### config.mk
export PLATFORM = sky130hd
export DESIGN_NAME = wave_controller_flat
export DESIGN_NICKNAME = d
export VERILOG_FILES = /design/src/rtl/wave_if.sv /design/src/rtl/wave_controller.sv /design/src/flat_wrapper.sv
export SDC_FILE = /design/constraint.sdc
export NUM_CORES = 1
export LEC_CHECK = 0
export ABC_AREA = 1
export CORE_UTILIZATION = 49
export DETAILED_ROUTE_END_ITERATION = 16
export PLACE_DENSITY = 0.88
export SYNTH_ARGS = -nofsm -noshare
export SYNTH_HDL_FRONTEND = slang
export SYNTH_SLANG_ARGS = --single-unit
### constraint.sdc
create_clock -name pixel_clk -period 2.3 [get_ports pixel_clk]
set_input_delay 0.46 -clock pixel_clk [delete_from_list [all_inputs] [get_ports pixel_clk]]
set_output_delay 0.46 -clock pixel_clk [all_outputs]
set_load 0.01 [all_outputs]
### src/rtl/wave_if.sv
// wave_if: signal bundle between the wave sequencer and the rest of the game.
// Ports (by modport):
//   slave  - the sequencer: takes fsync, start, alien_hit, player_hit,
//            aliens_remaining, alien_reached_paddle; drives speed, group_rst,
//            state, playing, score, lives, level.
//   master - the opposite view, for whatever drives the inputs and watches the outputs.
// Parameter AW sets the width of aliens_remaining.
interface wave_if #(
    parameter int AW = 6
);
    logic          fsync;
    logic          start;
    logic          alien_hit;
    logic          player_hit;
    logic [AW-1:0] aliens_remaining;
    logic          alien_reached_paddle;
    logic [7:0]    speed;
    logic          group_rst;
    logic [1:0]    state;
    logic          playing;
    logic [15:0]   score;
    logic [1:0]    lives;
    logic [3:0]    level;

    modport master (
        output fsync, start, alien_hit, player_hit, aliens_remaining, alien_reached_paddle,
        input  speed, group_rst, state, playing, score, lives, level
    );

    modport slave (
        input  fsync, start, alien_hit, player_hit, aliens_remaining, alien_reached_paddle,
        output speed, group_rst, state, playing, score, lives, level
    );
endinterface

### src/rtl/wave_controller.sv
// wave_controller: frame-rate game sequencer sitting after alien_group.
// It keeps the BCD score, the lives and the level. It drives the alien speed
// and holds alien_group in reset whenever the game is not in PLAY.
// Ports:
//   pixel_clk - sole clock
//   rst       - asynchronous, active-high reset
//   bus       - wave_if.slave. Inputs: fsync, start, alien_hit, player_hit,
//               aliens_remaining, alien_reached_paddle. Outputs: speed,
//               group_rst, state, playing, score, lives, level. All outputs
//               are registered.
// Optional feature: define WAVE_BONUS_EN to add 100 points on each wave clear.
//
// state    | meaning
// ---------+-----------------------------------------------------------
// ATTRACT  | idle after reset, waiting for a start edge
// PLAY     | wave in progress; hits score, game decisions taken on fsync
// PAUSE    | frame countdown after a wave clear or a lost life
// OVER     | game over; results held until the next start edge
module wave_controller #(
    parameter int START_LIVES  = 3,
    parameter int BASE_SPEED   = 1,
    parameter int SPEED_STEP   = 1,
    parameter int MAX_SPEED    = 8,
    parameter int CLEAR_FRAMES = 120,
    parameter int DEATH_FRAMES = 60,
    parameter int NUM_ROWS     = 5,
    parameter int NUM_COLS     = 11,
    parameter int AW           = $clog2(NUM_ROWS*NUM_COLS+1)
) (
    input logic  pixel_clk,
    input logic  rst,
    wave_if.slave bus
);

    typedef enum logic [1:0] {
        ST_ATTRACT = 2'd0,
        ST_PLAY    = 2'd1,
        ST_PAUSE   = 2'd2,
        ST_OVER    = 2'd3
    } state_t;

    localparam logic [AW-1:0] NO_ALIENS = '0;

    state_t      state_q, next_state;
    logic        start_q;
    logic        hit_q;
    logic        ph_pend;
    logic [7:0]  cnt_q, cnt_d;
    logic [1:0]  lives_q, lives_d;
    logic [3:0]  level_q, level_d;
    logic [15:0] score_q, score_d;
    logic [7:0]  speed_q;
    logic        group_rst_q;
    logic        playing_q;
    logic        new_game;
    logic        clear_evt;
    logic        start_edge;
    logic        hit_edge;

    assign start_edge = bus.fsync & bus.start & ~start_q;
    assign hit_edge   = bus.alien_hit & ~hit_q;

    // speed = min(BASE + (level-1)*STEP, MAX) computed in 12 bits, then clipped to 8 bits
    function automatic logic [7:0] calc_speed(input logic [3:0] lvl);
        logic [11:0] s;
        s = 12'(BASE_SPEED) + (12'(lvl) - 12'd1) * 12'(SPEED_STEP);
        if (s > 12'(MAX_SPEED)) s = 12'(MAX_SPEED);
        return (s > 12'd255) ? 8'hFF : s[7:0];
    endfunction

    // Adds 10^pos to a 4-digit BCD value. A carry out of the thousands digit
    // saturates at 9999 instead of wrapping.
    function automatic logic [15:0] bcd_inc(input logic [15:0] v, input int pos);
        logic [15:0] r;
        logic        carry;
        r     = v;
        carry = 1'b1;
        for (int d = 0; d < 4; d++) begin
            if (d >= pos && carry) begin
                if (r[d*4 +: 4] == 4'd9) begin
                    r[d*4 +: 4] = 4'd0;
                end else begin
                    r[d*4 +: 4] = r[d*4 +: 4] + 4'd1;
                    carry       = 1'b0;
                end
            end
        end
        if (carry) r = 16'h9999;
        return r;
    endfunction

    always_ff @(posedge pixel_clk or posedge rst) begin
        if (rst) state_q <= ST_ATTRACT;
        else     state_q <= next_state;
    end

    always_comb begin
        next_state = state_q;
        lives_d    = lives_q;
        level_d    = level_q;
        cnt_d      = cnt_q;
        new_game   = 1'b0;
        clear_evt  = 1'b0;
        if (bus.fsync) begin
            case (state_q)
                ST_ATTRACT, ST_OVER: begin
                    if (start_edge) begin
                        next_state = ST_PLAY;
                        new_game   = 1'b1;
                        lives_d    = 2'(START_LIVES);
                        level_d    = 4'd1;
                    end
                end
                ST_PLAY: begin
                    // A wave clear outranks any pending hit.
                    if (bus.aliens_remaining == NO_ALIENS) begin
                        next_state = ST_PAUSE;
                        clear_evt  = 1'b1;
                        level_d    = (level_q == 4'd15) ? 4'd15 : level_q + 4'd1;
                        cnt_d      = 8'(CLEAR_FRAMES);
                    end else if (bus.alien_reached_paddle || ph_pend || bus.player_hit) begin
                        if (lives_q == 2'd1) begin
                            next_state = ST_OVER;
                            lives_d    = 2'd0;
                        end else begin
                            next_state = ST_PAUSE;
                            lives_d    = lives_q - 2'd1;
                            cnt_d      = 8'(DEATH_FRAMES);
                        end
                    end
                end
                ST_PAUSE: begin
                    if (cnt_q == 8'd1) next_state = ST_PLAY;
                    cnt_d = cnt_q - 8'd1;
                end
                default: next_state = ST_ATTRACT;
            endcase
        end
    end

    always_comb begin
        score_d = score_q;
        if (new_game) begin
            score_d = '0;
        end else begin
            if (hit_edge && state_q == ST_PLAY) score_d = bcd_inc(score_d, 0);
`ifdef WAVE_BONUS_EN
            if (clear_evt) score_d = bcd_inc(score_d, 2);
`else
`endif
        end
    end

    always_ff @(posedge pixel_clk or posedge rst) begin
        if (rst) begin
            start_q     <= 1'b1;
            hit_q       <= 1'b0;
            ph_pend     <= 1'b0;
            cnt_q       <= '0;
            lives_q     <= '0;
            level_q     <= '0;
            score_q     <= '0;
            speed_q     <= 8'(BASE_SPEED);
            group_rst_q <= 1'b1;
            playing_q   <= 1'b0;
        end else begin
            if (bus.fsync) start_q <= bus.start;
            hit_q   <= bus.alien_hit;
            cnt_q   <= cnt_d;
            lives_q <= lives_d;
            level_q <= level_d;
            score_q <= score_d;
            if (new_game || clear_evt) speed_q <= calc_speed(level_d);
            // A hit that lands on the evaluating fsync is consumed by that
            // evaluation rather than carried into the next frame.
            if (state_q != ST_PLAY || bus.fsync) ph_pend <= 1'b0;
            else if (bus.player_hit)             ph_pend <= 1'b1;
            group_rst_q <= (next_state != ST_PLAY);
            playing_q   <= (next_state == ST_PLAY);
        end
    end

    assign bus.state     = state_q;
    assign bus.playing   = playing_q;
    assign bus.score     = score_q;
    assign bus.lives     = lives_q;
    assign bus.level     = level_q;
    assign bus.speed     = speed_q;
    assign bus.group_rst = group_rst_q;

endmodule
### src/flat_wrapper.sv
// flat-port wrapper written by rule: the top's interface ports become plain ports
module wave_controller_flat 
#(
    parameter int START_LIVES  = 3,
    parameter int BASE_SPEED   = 1,
    parameter int SPEED_STEP   = 1,
    parameter int MAX_SPEED    = 8,
    parameter int CLEAR_FRAMES = 120,
    parameter int DEATH_FRAMES = 60,
    parameter int NUM_ROWS     = 5,
    parameter int NUM_COLS     = 11,
    parameter int AW           = $clog2(NUM_ROWS*NUM_COLS+1)
)
  (pixel_clk, rst, bus_fsync, bus_start, bus_alien_hit, bus_player_hit, bus_aliens_remaining, bus_alien_reached_paddle, bus_speed, bus_group_rst, bus_state, bus_playing, bus_score, bus_lives, bus_level);
  wave_if #(.AW(AW)) bus_i ();
  input logic pixel_clk;
  input logic rst;
  input wire logic [$bits(bus_i.fsync)-1:0] bus_fsync;
  input wire logic [$bits(bus_i.start)-1:0] bus_start;
  input wire logic [$bits(bus_i.alien_hit)-1:0] bus_alien_hit;
  input wire logic [$bits(bus_i.player_hit)-1:0] bus_player_hit;
  input wire logic [$bits(bus_i.aliens_remaining)-1:0] bus_aliens_remaining;
  input wire logic [$bits(bus_i.alien_reached_paddle)-1:0] bus_alien_reached_paddle;
  output wire logic [$bits(bus_i.speed)-1:0] bus_speed;
  output wire logic [$bits(bus_i.group_rst)-1:0] bus_group_rst;
  output wire logic [$bits(bus_i.state)-1:0] bus_state;
  output wire logic [$bits(bus_i.playing)-1:0] bus_playing;
  output wire logic [$bits(bus_i.score)-1:0] bus_score;
  output wire logic [$bits(bus_i.lives)-1:0] bus_lives;
  output wire logic [$bits(bus_i.level)-1:0] bus_level;
  assign bus_i.fsync = bus_fsync;
  assign bus_i.start = bus_start;
  assign bus_i.alien_hit = bus_alien_hit;
  assign bus_i.player_hit = bus_player_hit;
  assign bus_i.aliens_remaining = bus_aliens_remaining;
  assign bus_i.alien_reached_paddle = bus_alien_reached_paddle;
  assign bus_speed = bus_i.speed;
  assign bus_group_rst = bus_i.group_rst;
  assign bus_state = bus_i.state;
  assign bus_playing = bus_i.playing;
  assign bus_score = bus_i.score;
  assign bus_lives = bus_i.lives;
  assign bus_level = bus_i.level;
  wave_controller #(.START_LIVES(START_LIVES), .BASE_SPEED(BASE_SPEED), .SPEED_STEP(SPEED_STEP), .MAX_SPEED(MAX_SPEED), .CLEAR_FRAMES(CLEAR_FRAMES), .DEATH_FRAMES(DEATH_FRAMES), .NUM_ROWS(NUM_ROWS), .NUM_COLS(NUM_COLS), .AW(AW)) u_core (.pixel_clk(pixel_clk), .rst(rst), .bus(bus_i));
endmodule
Word level (Yosys, flattened, before mapping)
Index checks and enable logic that the tools add are counted.

$lt $le $gt $ge: 2. Equality and inequality tests: 18. Mux-type cells: 57. Bitwise operators: 5. Reductions and logical operators: 20. $add $sub $neg: 9.

Operators with widths (number): two-way mux 16 bit (3); two-way mux 4 bit (11); two-way mux 8 bit (4); two-way mux 1 bit (24); two-way mux 12 bit (2); adder 4 x 1 -> 4 bit (second input constant) (5); equality test 4 bit (second input constant) (5); two-way mux 2 bit (9); case mux 8 bit (2 select lines) (1); adder 1 x 12 -> 12 bit (first input constant) (1); greater-than comparator 12 x 4 -> 1 bit (second input constant) (1); greater-than comparator 12 x 8 -> 1 bit (second input constant) (1); nonzero test 3 bit (3); equality test 8 x 1 -> 1 bit (second input constant) (1); inequality test 2 x 1 -> 1 bit (second input constant) (4); case mux 4 bit (2 select lines) (1); nonzero test 2 bit (4); subtractor 8 x 1 -> 8 bit (second input constant) (1); equality test 2 x 1 -> 1 bit (second input constant) (3); logical NOT 6 bit (1); case mux 2 bit (3 select lines) (1); AND reduction 2 bit (3); AND reduction 5 bit (1); subtractor 4 x 1 -> 5 bit (second input constant) (1); other kinds (13) (20).

Bits in registers: 45. Output and inout port bits: 34. Bits of input ports: 13.

Logic depth before layout (Yosys ltp)
Gate-level depths: netlist of run 1.

Word-level depth: 18. Mapped depth: 20. Gate-level depth less buffers: 20.

Worst setup path before layout of run 1
OpenSTA, ideal clock, no wires.

Kind: register to register. Start point: register u_core.state_q[0] (netlist: u_core.bus.state[0]). End point: register u_core.speed_q[1] (netlist: u_core.bus.speed[1]). Period minus slack after synthesis: 2.564 ns. Arrival: 2.499 ns. Library setup time: 0.065 ns. Stages on the path, launching flop included: 18. Slack: -0.264 ns. Data required time: 2.235 ns. Path through: dfrtp_1 -> inv_1 -> ha_1 -> inv_2 -> nand2_4 -> nor2_1 -> a21oi_1 -> a21oi_2 -> ha_1 -> nand2_2 -> inv_2 -> nand3_1 -> ha_1 -> inv_1 -> nor2_1 -> a21boi_1 -> nand3_1 -> nand2_1.

Cells in the longest elaborated chain, start to end: 11. Elaborated cells on any way between the ends: 18.

Ends and longest elaborated chain: start, declared (line wave_controller.sv:44) `state_t state_q, next_state;`; start signal, assigned (line wave_controller.sv:94) `else state_q <= next_state;`; equality test 2 bit or logical NOT 2 bit (tied branches) (line wave_controller.sv:105) `case (state_q)`; OR reduction 2 bit (line wave_controller.sv:105); case mux 4 bit (2 select lines) (line wave_controller.sv:105); two-way mux 4 bit (line wave_controller.sv:104) `if (bus.fsync) begin`; subtractor 4 x 1 -> 5 bit (line wave_controller.sv:66) `s = 12'(BASE_SPEED) + (12'(lvl) - 12'd1) * 12'(SPEED_STEP);`; adder 1 x 12 -> 12 bit (line wave_controller.sv:66); greater-than comparator 12 x 4 -> 1 bit (line wave_controller.sv:67) `if (s > 12'(MAX_SPEED)) s = 12'(MAX_SPEED);`; two-way mux 12 bit (line wave_controller.sv:67); two-way mux 12 bit (line wave_controller.sv:173) `if (new_game || clear_evt) speed_q <= calc_speed(level_d);`; greater-than comparator 12 x 8 -> 1 bit (line wave_controller.sv:68) `return (s > 12'd255) ? 8'hFF : s[7:0];`; two-way mux 8 bit (line wave_controller.sv:68); end signal, assigned (line wave_controller.sv:163) `speed_q <= 8'(BASE_SPEED);`; end signal, assigned (line wave_controller.sv:173); end, declared (line wave_controller.sv:52) `logic [7:0] speed_q;`.

Parallel ways exist; a longest one is shown, timed or not. The select of a mux whose other input is x is not followed. A chain may end at the register's enable or synchronous reset.

Worst setup path after layout of run 1
Start point: register u_core.state_q[0] (netlist: u_core.bus.state[0]). End point: register u_core.speed_q[0] (netlist: u_core.bus.speed[0]).

The elaborated chain is that of the path after synthesis.

==> metrics.md, run 1 <==
| Metric | Value |
|---|---|
| Outcome | finished with violations |
| Failing checks | setup timing |
| Netlist cell types | 40 |
| Via/cell ratio | between 5 and 6 |
| Worst slew margin | 69.54% |
| Routed Antenna Nets | 0 |
| Crit path required time | 2.54 ns |
| Worst r2r src | u_core.bus.state[0] |
| Top FF cell, synth | dfrtp_1 |
| CTS Buffer Depth | 2 |
| Crit start category | flip-flop |
| Flop-to-flop setup slack | -0.18 ns |
| Avg WL per Cell | 14.77 um |
| CP Buf/Inv Count | 4 |
| # placed instances | 520 |
| TritonCTS buffer count | 5 |
| RR Endpoint | u_core.bus.speed[0] |
| DRC Markers | 0 |
| Layout cells sized above 1 | 32.70% |
| TNS Setup | -0.5106 ns |
| Final hold viol count | 0 |
| CTS Sinks | 45 |
| Rows | 27 |
| Total grt overflow | 0 |
| Tmin final | 2.481 ns |
| Mapped Cells | 354 |
| Worst Path Arrival | 2.72 ns |
| Post-layout util | 76.58% |
| Max Cap Viol | 0 |
| Global-route usage over all layers | 25.01% |
| Post-synth EDFFs | 0 |
| Slowest stage cell on the critical path | dfrtp_2 |
| Flop and latch count out of synthesis | 45 |
| Worst-Skew Late Latency | about 0.30 ns |
| Die Wd | 78.09 um |
| Die Ht | approximately 78 um |
| Top Ports | 47 |
| Nets | about 500 |
| Final setup margin | -0.1809 ns |
| Fin Clk Skew | between 0.007 and 0.008 ns |
| Number of global-route vias before repair | 2770 |
| First-pass GRT wire length | around 12000 um |
| Slew Limit Fails | 0 |
| Dpl hpwl | 5402 um |
| Number of I/O port buffers | 46 |
| Mean Syn Cell Area | 8.013 um^2 |
| Pre-antenna DRT Iters | 4 |
| Setup crit end kind | flip-flop |
| WL final | 8067 um |
| WP depth | 19 |
| DR vias | 2887 |
| Die Footprint | 0.006097 mm^2 |
| Asr flop ratio synth | 100.0% |
| RSZ-0062 raised after global routing | yes |
| DRT iter0 DRCs | 167 |
| Least-Margin Pin Slew | around 0.45 ns |
| # H-tree levels | 2 |
| Pleak | 2.009 nW |
| Part of the cycle the worst path needs | 107.9% |
| Clock Tree Root | clkbuf_8 |
| Yosys Warn Count | 0 |
| Worst Path Max Fanout | 4 |
| Critical path type | flip-flop to flip-flop |
| Initial antenna violation count | 0 |
| CP dominant cell by count | nand2_4 |
| Core area | about 0.0055 mm^2 |
| WHS | 0.4157 ns |
| Non-Filler Instances | between 500 and 600 |
| Filler instances | 381 |
| Layout area overhead | 49.58% |
| Initial core utilization | approximately half |
| Routability-driven placement congestion ratio | 0.8663 |
| Worst IR drop on VDD | 0.8882 mV |
| Longest individual stage delay on the worst path | roughly 0.45 ns |
| Reg clk slew, reported paths | 0.09 ns |
| Seq/Total Area, Yosys | 39.83% |
| Count of final setup violators | 3 |
| CP top delay family | simple AND/OR/NAND/NOR gates |
| N_diodes | 0 |
| Register-to-Register Path Depth | 19 |
| Worst path cell trace | inv_2, ha_4, inv_4, nand2_4, nand2_4, nand2_4, nand2_2, nand2_2, nor2_4, ha_4, nand2_4, inv_4, nand3_2, ha_4, inv_2, nor2_2, a21boi_2, nand3_1, nand2_1 |
| Pin count of the biggest net entering global routing | 35 |
| Syn nets | 384 |
| TritonCTS clock tree | built |
| Pwr/cell area | 1313 mW/mm^2 |
| HP Class | input port to asynchronous set/reset pin |
| Mapped cell area | 0.002836 mm^2 |
| Peak Freq | around 400 MHz |
[power breakdown]
group          internal [mW]  switching [mW]
Combinational           1.85            1.82
Sequential              1.06           0.230
Clock                  0.326           0.276
Total                   3.24            2.33
[cells by family (layout without fill, tap and decap cells)]
family / count (synthesis) / after routing / synth area share (%)
DFF: 45 / 45 / 39.83
and+or+nand+nor: 168 / 168 / 29.64
adders and majority gates: 17 / 17 / 7.499
xor gates and xnor gates: 2 / 2 / 0.6177
AOI/OAI and AO/OA: 61 / 61 / 13.90
buffers and inverters: 61 / 181 / 8.513
[Yosys cell counts, types with 2 or more instances]
master | number | area (um^2)
nand2_1 | 71 | 266.5
inv_1 | 47 | 176.4
dfrtp_1 | 42 | 1051
nand3_1 | 29 | 145.1
nor2_1 | 29 | 108.9
a21oi_1 | 17 | 85.08
ha_1 | 17 | 212.7
o21ai_0 | 14 | 70.07
inv_2 | 11 | 41.29
nand2_2 | 8 | 50.05
nor2_2 | 7 | 43.79
nand2_4 | 5 | 56.30
nor3_1 | 5 | 25.02
o22ai_1 | 5 | 31.28
o21ai_1 | 4 | 20.02
dfstp_2 | 3 | 78.83
nand3_4 | 3 | 52.55
nand4_1 | 3 | 18.77
o21a_1 | 3 | 22.52
o31ai_1 | 3 | 22.52
a211oi_1 | 2 | 15.01
a21oi_2 | 2 | 17.52
a22oi_1 | 2 | 15.01
nand3b_1 | 2 | 15.01
nor2_4 | 2 | 22.52
nor3_2 | 2 | 20.02
o21bai_4 | 2 | 37.54
xor2_1 | 2 | 17.52
[cell type report]
type	count	area [um^2]	share of cell area, %
clock buffers	6	72.57	1.710
inverters	58	227.7	5.367
multi-input cells	248	1655	39.02
repair buffers	115	1026	24.18
clock inverters	2	38.79	0.9142
well taps	72	90.09	2.123
flip-flops and latches	45	1132	26.69
[registers in the layout (all words and copies together), names as in the netlist, 2 cells and up]
register / flops
u_core.cnt_q: 8
u_core.bus.state: 2
u_core.bus.score: 16
u_core.bus.speed: 8
u_core.bus.lives: 2
u_core.bus.level: 4
[metal layers]
metal  GRT usage, %  share of wire (%)  wire length (um)  up-vias
met5              0                  0                 0        -
li1               -                  -                 -     1397
met3          4.186                3.8               307       20
met2          45.35                 52              4219       86
met1          30.02                 41              3332     1384
met4          7.963                2.6               208        0
[metrics by stage]
stage / power, mW / area (um^2) / setup slack, ns
floorplan: 2.951 / 2908 / -0.02461
global placement: 4.091 / 3826 / -0.4947
detailed placement: 4.202 / 3826 / -0.5372
CTS: 5.176 / 4104 / -0.1152
global route: 5.920 / 4243 / -0.3021
finish: 5.569 / 4243 / -0.1809
[worst max path at each step]
stage | start | endpoint | slack (ns)
floorplan | u_core.bus.state[0] | u_core.bus.speed[1] | -0.02
global placement | bus_fsync | u_core.bus.speed[3] | -0.49
detailed placement | bus_fsync | u_core.bus.speed[3] | -0.54
CTS | u_core.bus.state[0] | u_core.bus.speed[0] | -0.12
global route | u_core.bus.state[0] | u_core.bus.speed[0] | -0.30
finish | u_core.bus.state[0] | u_core.bus.speed[0] | -0.18
[repair_timing]
action                     CTS  global route
hold buffers                 0             0
setup endpoints to repair    3             3
hold endpoints to repair     0             0
gates resized for setup     27            16
cloned                       0             0
pin swaps                   24            12
buffers inserted             8            10
[cell usage in the layout, fill, tap and decap left out, types with 4 or more instances in the layout]
cell,netlist,layout
nand2_2,8,11
clkdlybuf4s50_1,0,39
nand2_4,5,8
o21ai_0,14,14
inv_4,0,4
o21ai_1,4,4
ha_4,0,5
nand3_2,1,7
buf_4,1,62
a21oi_1,17,16
nor3_1,5,5
clkbuf_8,0,5
dlygate4sd2_1,0,6
nor2_4,2,8
nor2_2,7,5
nand3_4,3,4
inv_2,11,12
buf_6,1,4
dfrtp_1,42,40
nand3_1,29,22
o22ai_1,5,5
nor2_1,29,25
inv_1,47,41
ha_1,17,12
nand2_1,71,65
[worst reg2reg max path, cell delays in order (launching register included)]
cell,delay (ns)
dfrtp_2,0.45
inv_2,0.09
ha_4,0.22
inv_4,0.07
nand2_4,0.07
nand2_4,0.08
nand2_4,0.06
nand2_2,0.06
nand2_2,0.06
nor2_4,0.15
ha_4,0.18
nand2_4,0.07
inv_4,0.06
nand3_2,0.10
ha_4,0.27
inv_2,0.03
nor2_2,0.08
a21boi_2,0.18
nand3_1,0.08
nand2_1,0.07
(Power assumes the default switching activity.)
==> run 2, diff against run 1 <==
--- a/config.mk
+++ b/config.mk
@@ -5,10 +5,10 @@
 export SDC_FILE = /design/constraint.sdc
 export NUM_CORES = 1
 export LEC_CHECK = 0
-export ABC_AREA = 1
-export CORE_UTILIZATION = 49
+export CORE_ASPECT_RATIO = 1.4
+export CORE_UTILIZATION = 48
 export DETAILED_ROUTE_END_ITERATION = 16
-export PLACE_DENSITY = 0.88
+export PLACE_DENSITY = 0.87
 export SYNTH_ARGS = -nofsm -noshare
 export SYNTH_HDL_FRONTEND = slang
 export SYNTH_SLANG_ARGS = --single-unit
==> metrics.md, run 2 <==
| Metric | Value |
|---|---|
| Slew Limit Fails | 0 (unchanged) |
| Mapped Cells | 314 (was 354) |
| Layout cells sized above 1 | 26.95% (was 32.70%) |
| Layout area overhead | 45.49% (was 49.58%) |
| HP Class | input port to asynchronous set/reset pin (unchanged) |
| Tmin final | 2.976 ns (was 2.481 ns) |
| DR vias | 2862 (was 2887) |
| Area contributors post-synth | dfrtp_1 (38%), ha_1 (7.7%), nand2_1 (4.8%) (was dfrtp_1 (37%), nand2_1 (9.4%), ha_1 (7.5%)) |
| Clock Tree Root | clkbuf_8 (unchanged) |
| Fin Clk Skew | 0.004109 ns (was 0.007705 ns) |
| Flop pwr share | 25.7% (was 23.2%) |
| Crit path to | u_core.bus.speed[1] (was u_core.bus.speed[0]) |
| Netlist cell types | 56 (was 40) |
| Most frequent cells in the layout | buf_4 (62), clkdlybuf4s50_1 (41), dfrtp_1 (41), nand2_1 (34), nor2_1 (29) (was nand2_1 (65), buf_4 (62), inv_1 (41), dfrtp_1 (40), clkdlybuf4s50_1 (39)) |
| Sw Pwr | 1.779 mW (was 2.328 mW) |
| Rows | 32 (was 27) |
| Worst Path Max Fanout | 3 (was 4) |
| Nets | 452 (was 503) |
| Total grt overflow | 0 (unchanged) |
| Top FF cell, synth | dfrtp_1 (unchanged) |
| Max Cap Viol | 0 (unchanged) |
| Pin count of the biggest net entering global routing | 24 (was 35) |
| WHS | 0.4383 ns (was 0.4157 ns) |
| Yosys Warn Count | 0 (unchanged) |
| Filler instances | 384 (was 381) |
| Count leader, synth | dfrtp_1 (was nand2_1) |
| Initial core utilization | 49.73% (was 51.20%) |
| Place WS | -1.268 ns (was -0.5372 ns) |
| TritonCTS buffer count | 5 (unchanged) |
| Worst Path Arrival | 3.18 ns (was 2.72 ns) |
| Routed Antenna Nets | 0 (unchanged) |
| DRC Markers | 0 (unchanged) |
| Mapped cell area | 0.002748 mm^2 (was 0.002836 mm^2) |
| Avg WL per Cell | 15.84 um (was 14.77 um) |
| Commonest non-fill, non-tap cell in the layout | buf_4 (was nand2_1) |
| DRT iter0 DRCs | 162 (was 167) |
| Clock Power Share | 11.6% (was 10.8%) |
| Register area | 0.001131 mm^2 (was 0.001132 mm^2) |
| Global-route usage over all layers | 27.81% (was 25.01%) |
| Die Wd | 65.95 um (was 78.09 um) |
| Number of I/O port buffers | 46 (unchanged) |
| Flop-to-flop setup slack | -0.66 ns (was -0.18 ns) |
| Part of the cycle the worst path needs | 129.4% (was 107.9%) |
| Worst slew margin | 61.03% (was 69.54%) |
| Pint | 2.666 mW (was 3.241 mW) |
| Pleak | 1.763 nW (was 2.009 nW) |
| Seq/Total Area, Yosys | 41.12% (was 39.83%) |
| First-pass GRT wire length | 12950 um (was 12110 um) |
| Non-Filler Instances | 491 (was 546) |
| Pwr/cell area | 1112 mW/mm^2 (was 1313 mW/mm^2) |
| Routability-driven placement congestion ratio | 0.8655 (was 0.8663) |
| Top Ports | 47 (unchanged) |
| RSZ-0062 raised after global routing | yes (unchanged) |
| Crit path required time | 2.51 ns (was 2.54 ns) |
| Sw Ratio | 40.02% (was 41.81%) |
| N_diodes | 0 (unchanged) |
| Peak Freq | 336.1 MHz (was 403.1 MHz) |
| TritonCTS clock tree | built (unchanged) |
| Worst-Skew Late Latency | 0.31 ns (was 0.30 ns) |
| Critical path type | input port to flip-flop (was flip-flop to flip-flop) |
| Multi-input logic area | 0.001640 mm^2 (was 0.001655 mm^2) |
| Failing checks | setup timing (unchanged) |
| CTS Sinks | 45 (unchanged) |
| Syn nets | 344 (was 384) |
| Mean Syn Cell Area | 8.750 um^2 (was 8.013 um^2) |
| Biggest area consumer among synthesized cells | dfrtp_1 (unchanged) |
| Worst IR drop on VDD | 1.018 mV (was 0.8882 mV) |
| Core area | 0.005525 mm^2 (was 0.005540 mm^2) |
| Outcome | finished with violations (unchanged) |
| Synth top area share | 38.25% (was 37.05%) |
| Register-to-Register Path Depth | 13 (was 19) |
| Via/cell ratio | 5.829 (was 5.288) |
| Asr flop ratio synth | 100.0% (unchanged) |
| Final hold viol count | 0 (unchanged) |
| Worst r2r src | u_core.bus.state[1] (was u_core.bus.state[0]) |
| RR Endpoint | u_core.bus.speed[1] (was u_core.bus.speed[0]) |
| Synth top cells by count | dfrtp_1 (42), nand2_1 (35), nor2_1 (29) (was nand2_1 (71), inv_1 (47), dfrtp_1 (42)) |
| Count of final setup violators | 3 (unchanged) |
| Crit start category | input port (was flip-flop) |
| Final setup margin | -0.6756 ns (was -0.1809 ns) |
| Die Ht | 91.52 um (was 78.09 um) |
| Hold Buf Count CTS | 0 (unchanged) |
| Dpl hpwl | 5646 um (was 5402 um) |
| Largest register FFs | 16 (unchanged) |
| Flop and latch count out of synthesis | 45 (unchanged) |
| Number of global-route vias before repair | 2946 (was 2770) |
| Setup crit start | bus_aliens_remaining[1] (was u_core.bus.state[0]) |
| Combinational cell fraction of total power | 62.7% (was 66.0%) |
| Setup crit end kind | flip-flop (unchanged) |
| WL final | 7776 um (was 8067 um) |
| Least-Margin Pin Slew | 0.5809 ns (was 0.4541 ns) |
| Post-synth EDFFs | 0 (unchanged) |
| CTS Buffer Depth | 2 (unchanged) |
| Reg clk slew, reported paths | 0.09 ns (about the same) |
| # placed instances | 473 (was 520) |
| Pre-antenna DRT Iters | 5 (was 4) |
| # H-tree levels | 2 (unchanged) |
| Initial antenna violation count | 0 (unchanged) |
| Die Footprint | 0.006035 mm^2 (was 0.006097 mm^2) |
## run 2: cell count changes after synthesis, sizes merged, moves of 8 or more
cell / change
clkbuf: +11
nor2: -9
nand3: -24
o211ai: +8
inv: -38
nand2: -49
## run 2: through the flow
step | util, % | power [mW] | setup TNS [ns] | area [um^2]
after floorplan | - | 2.514 | -2.319 | 2833
final | 72.35 | 4.445 | -1.999 | 3998
after global placement | 68.16 | 3.501 | -9.047 | 3766
after global routing | 72.35 | 4.731 | -2.230 | 3998
after CTS | 71.06 | 4.275 | -1.886 | 3926
after detailed placement | 68.16 | 3.619 | -10.30 | 3766
## run 2: how the worst min path moves through the flow
stage / to / from / cells past startpoint
finish: u_core.bus.speed[4] / rst / 2
global route: u_core.bus.speed[7] / rst / 2
CTS: u_core.bus.speed[5] / rst / 2
detailed placement: u_core.bus.speed[7] / u_core.bus.speed[7] / 1
global placement: u_core.bus.speed[2] / u_core.bus.speed[2] / 2
floorplan: u_core.cnt_q[4] / u_core.cnt_q[4] / 1
## run 2: layout make-up
cell class	count	share of cell area (%)
clock inverter	3	0.5321
inverter	20	1.878
multi-input combinational	237	41.03
timing repair buffer	113	24.41
clock buffer	5	1.721
tap	68	2.128
sequential	45	28.29
## run 2: cells by family (layout without fill, tap and decap cells)
logic type / after synthesis / count (layout) / share of synthesized area [%]
AOI/OAI and AO/OA: 78 / 78 / 18.76
buffers and inverters: 32 / 141 / 4.417
DFF: 45 / 45 / 41.12
and+or+nand+nor: 136 / 136 / 25.87
adders and majority gates: 17 / 17 / 7.741
xor gates and xnor gates: 3 / 3 / 0.9565
muxes: 3 / 3 / 1.138
## run 2: timing repair
item,in CTS,in global routing
pin swaps,14,11
gates resized for setup,24,12
endpoints found under the setup margin,16,16
buffers inserted,5,5
## run 2: worst max-delay path, cell delays in order
cell and delay (ns):
clkbuf_2 0.09, or4_4 0.54, or4_4 0.57, o211ai_4 0.11
inv_2 0.09, buf_6 0.13, ha_4 0.23, or3_4 0.39
o21a_1 0.18, o211ai_1 0.08, o21ai_1 0.11, a22o_1 0.19
## run 2: power groups by stage
stage          clock (mW)  sequential (mW)  combinational, mW
6_report            0.514             1.14               2.79
5_1_grt             0.548             1.17               3.01
4_1_cts             0.516             1.14               2.62
3_5_place_dp            0             1.15               2.47
3_3_place_gp            0             1.13               2.37
2_1_floorplan           0             1.19               1.32
## run 2: metal layers
layer,part of all wire (%),wire length (um),up-vias,track usage [%]
li1,-,-,1327,-
met1,38,2935,1382,30.02
met2,53,4132,113,49.06
met3,4.3,334,40,4.899
met4,4.8,374,0,16.13
met5,0,0,-,0
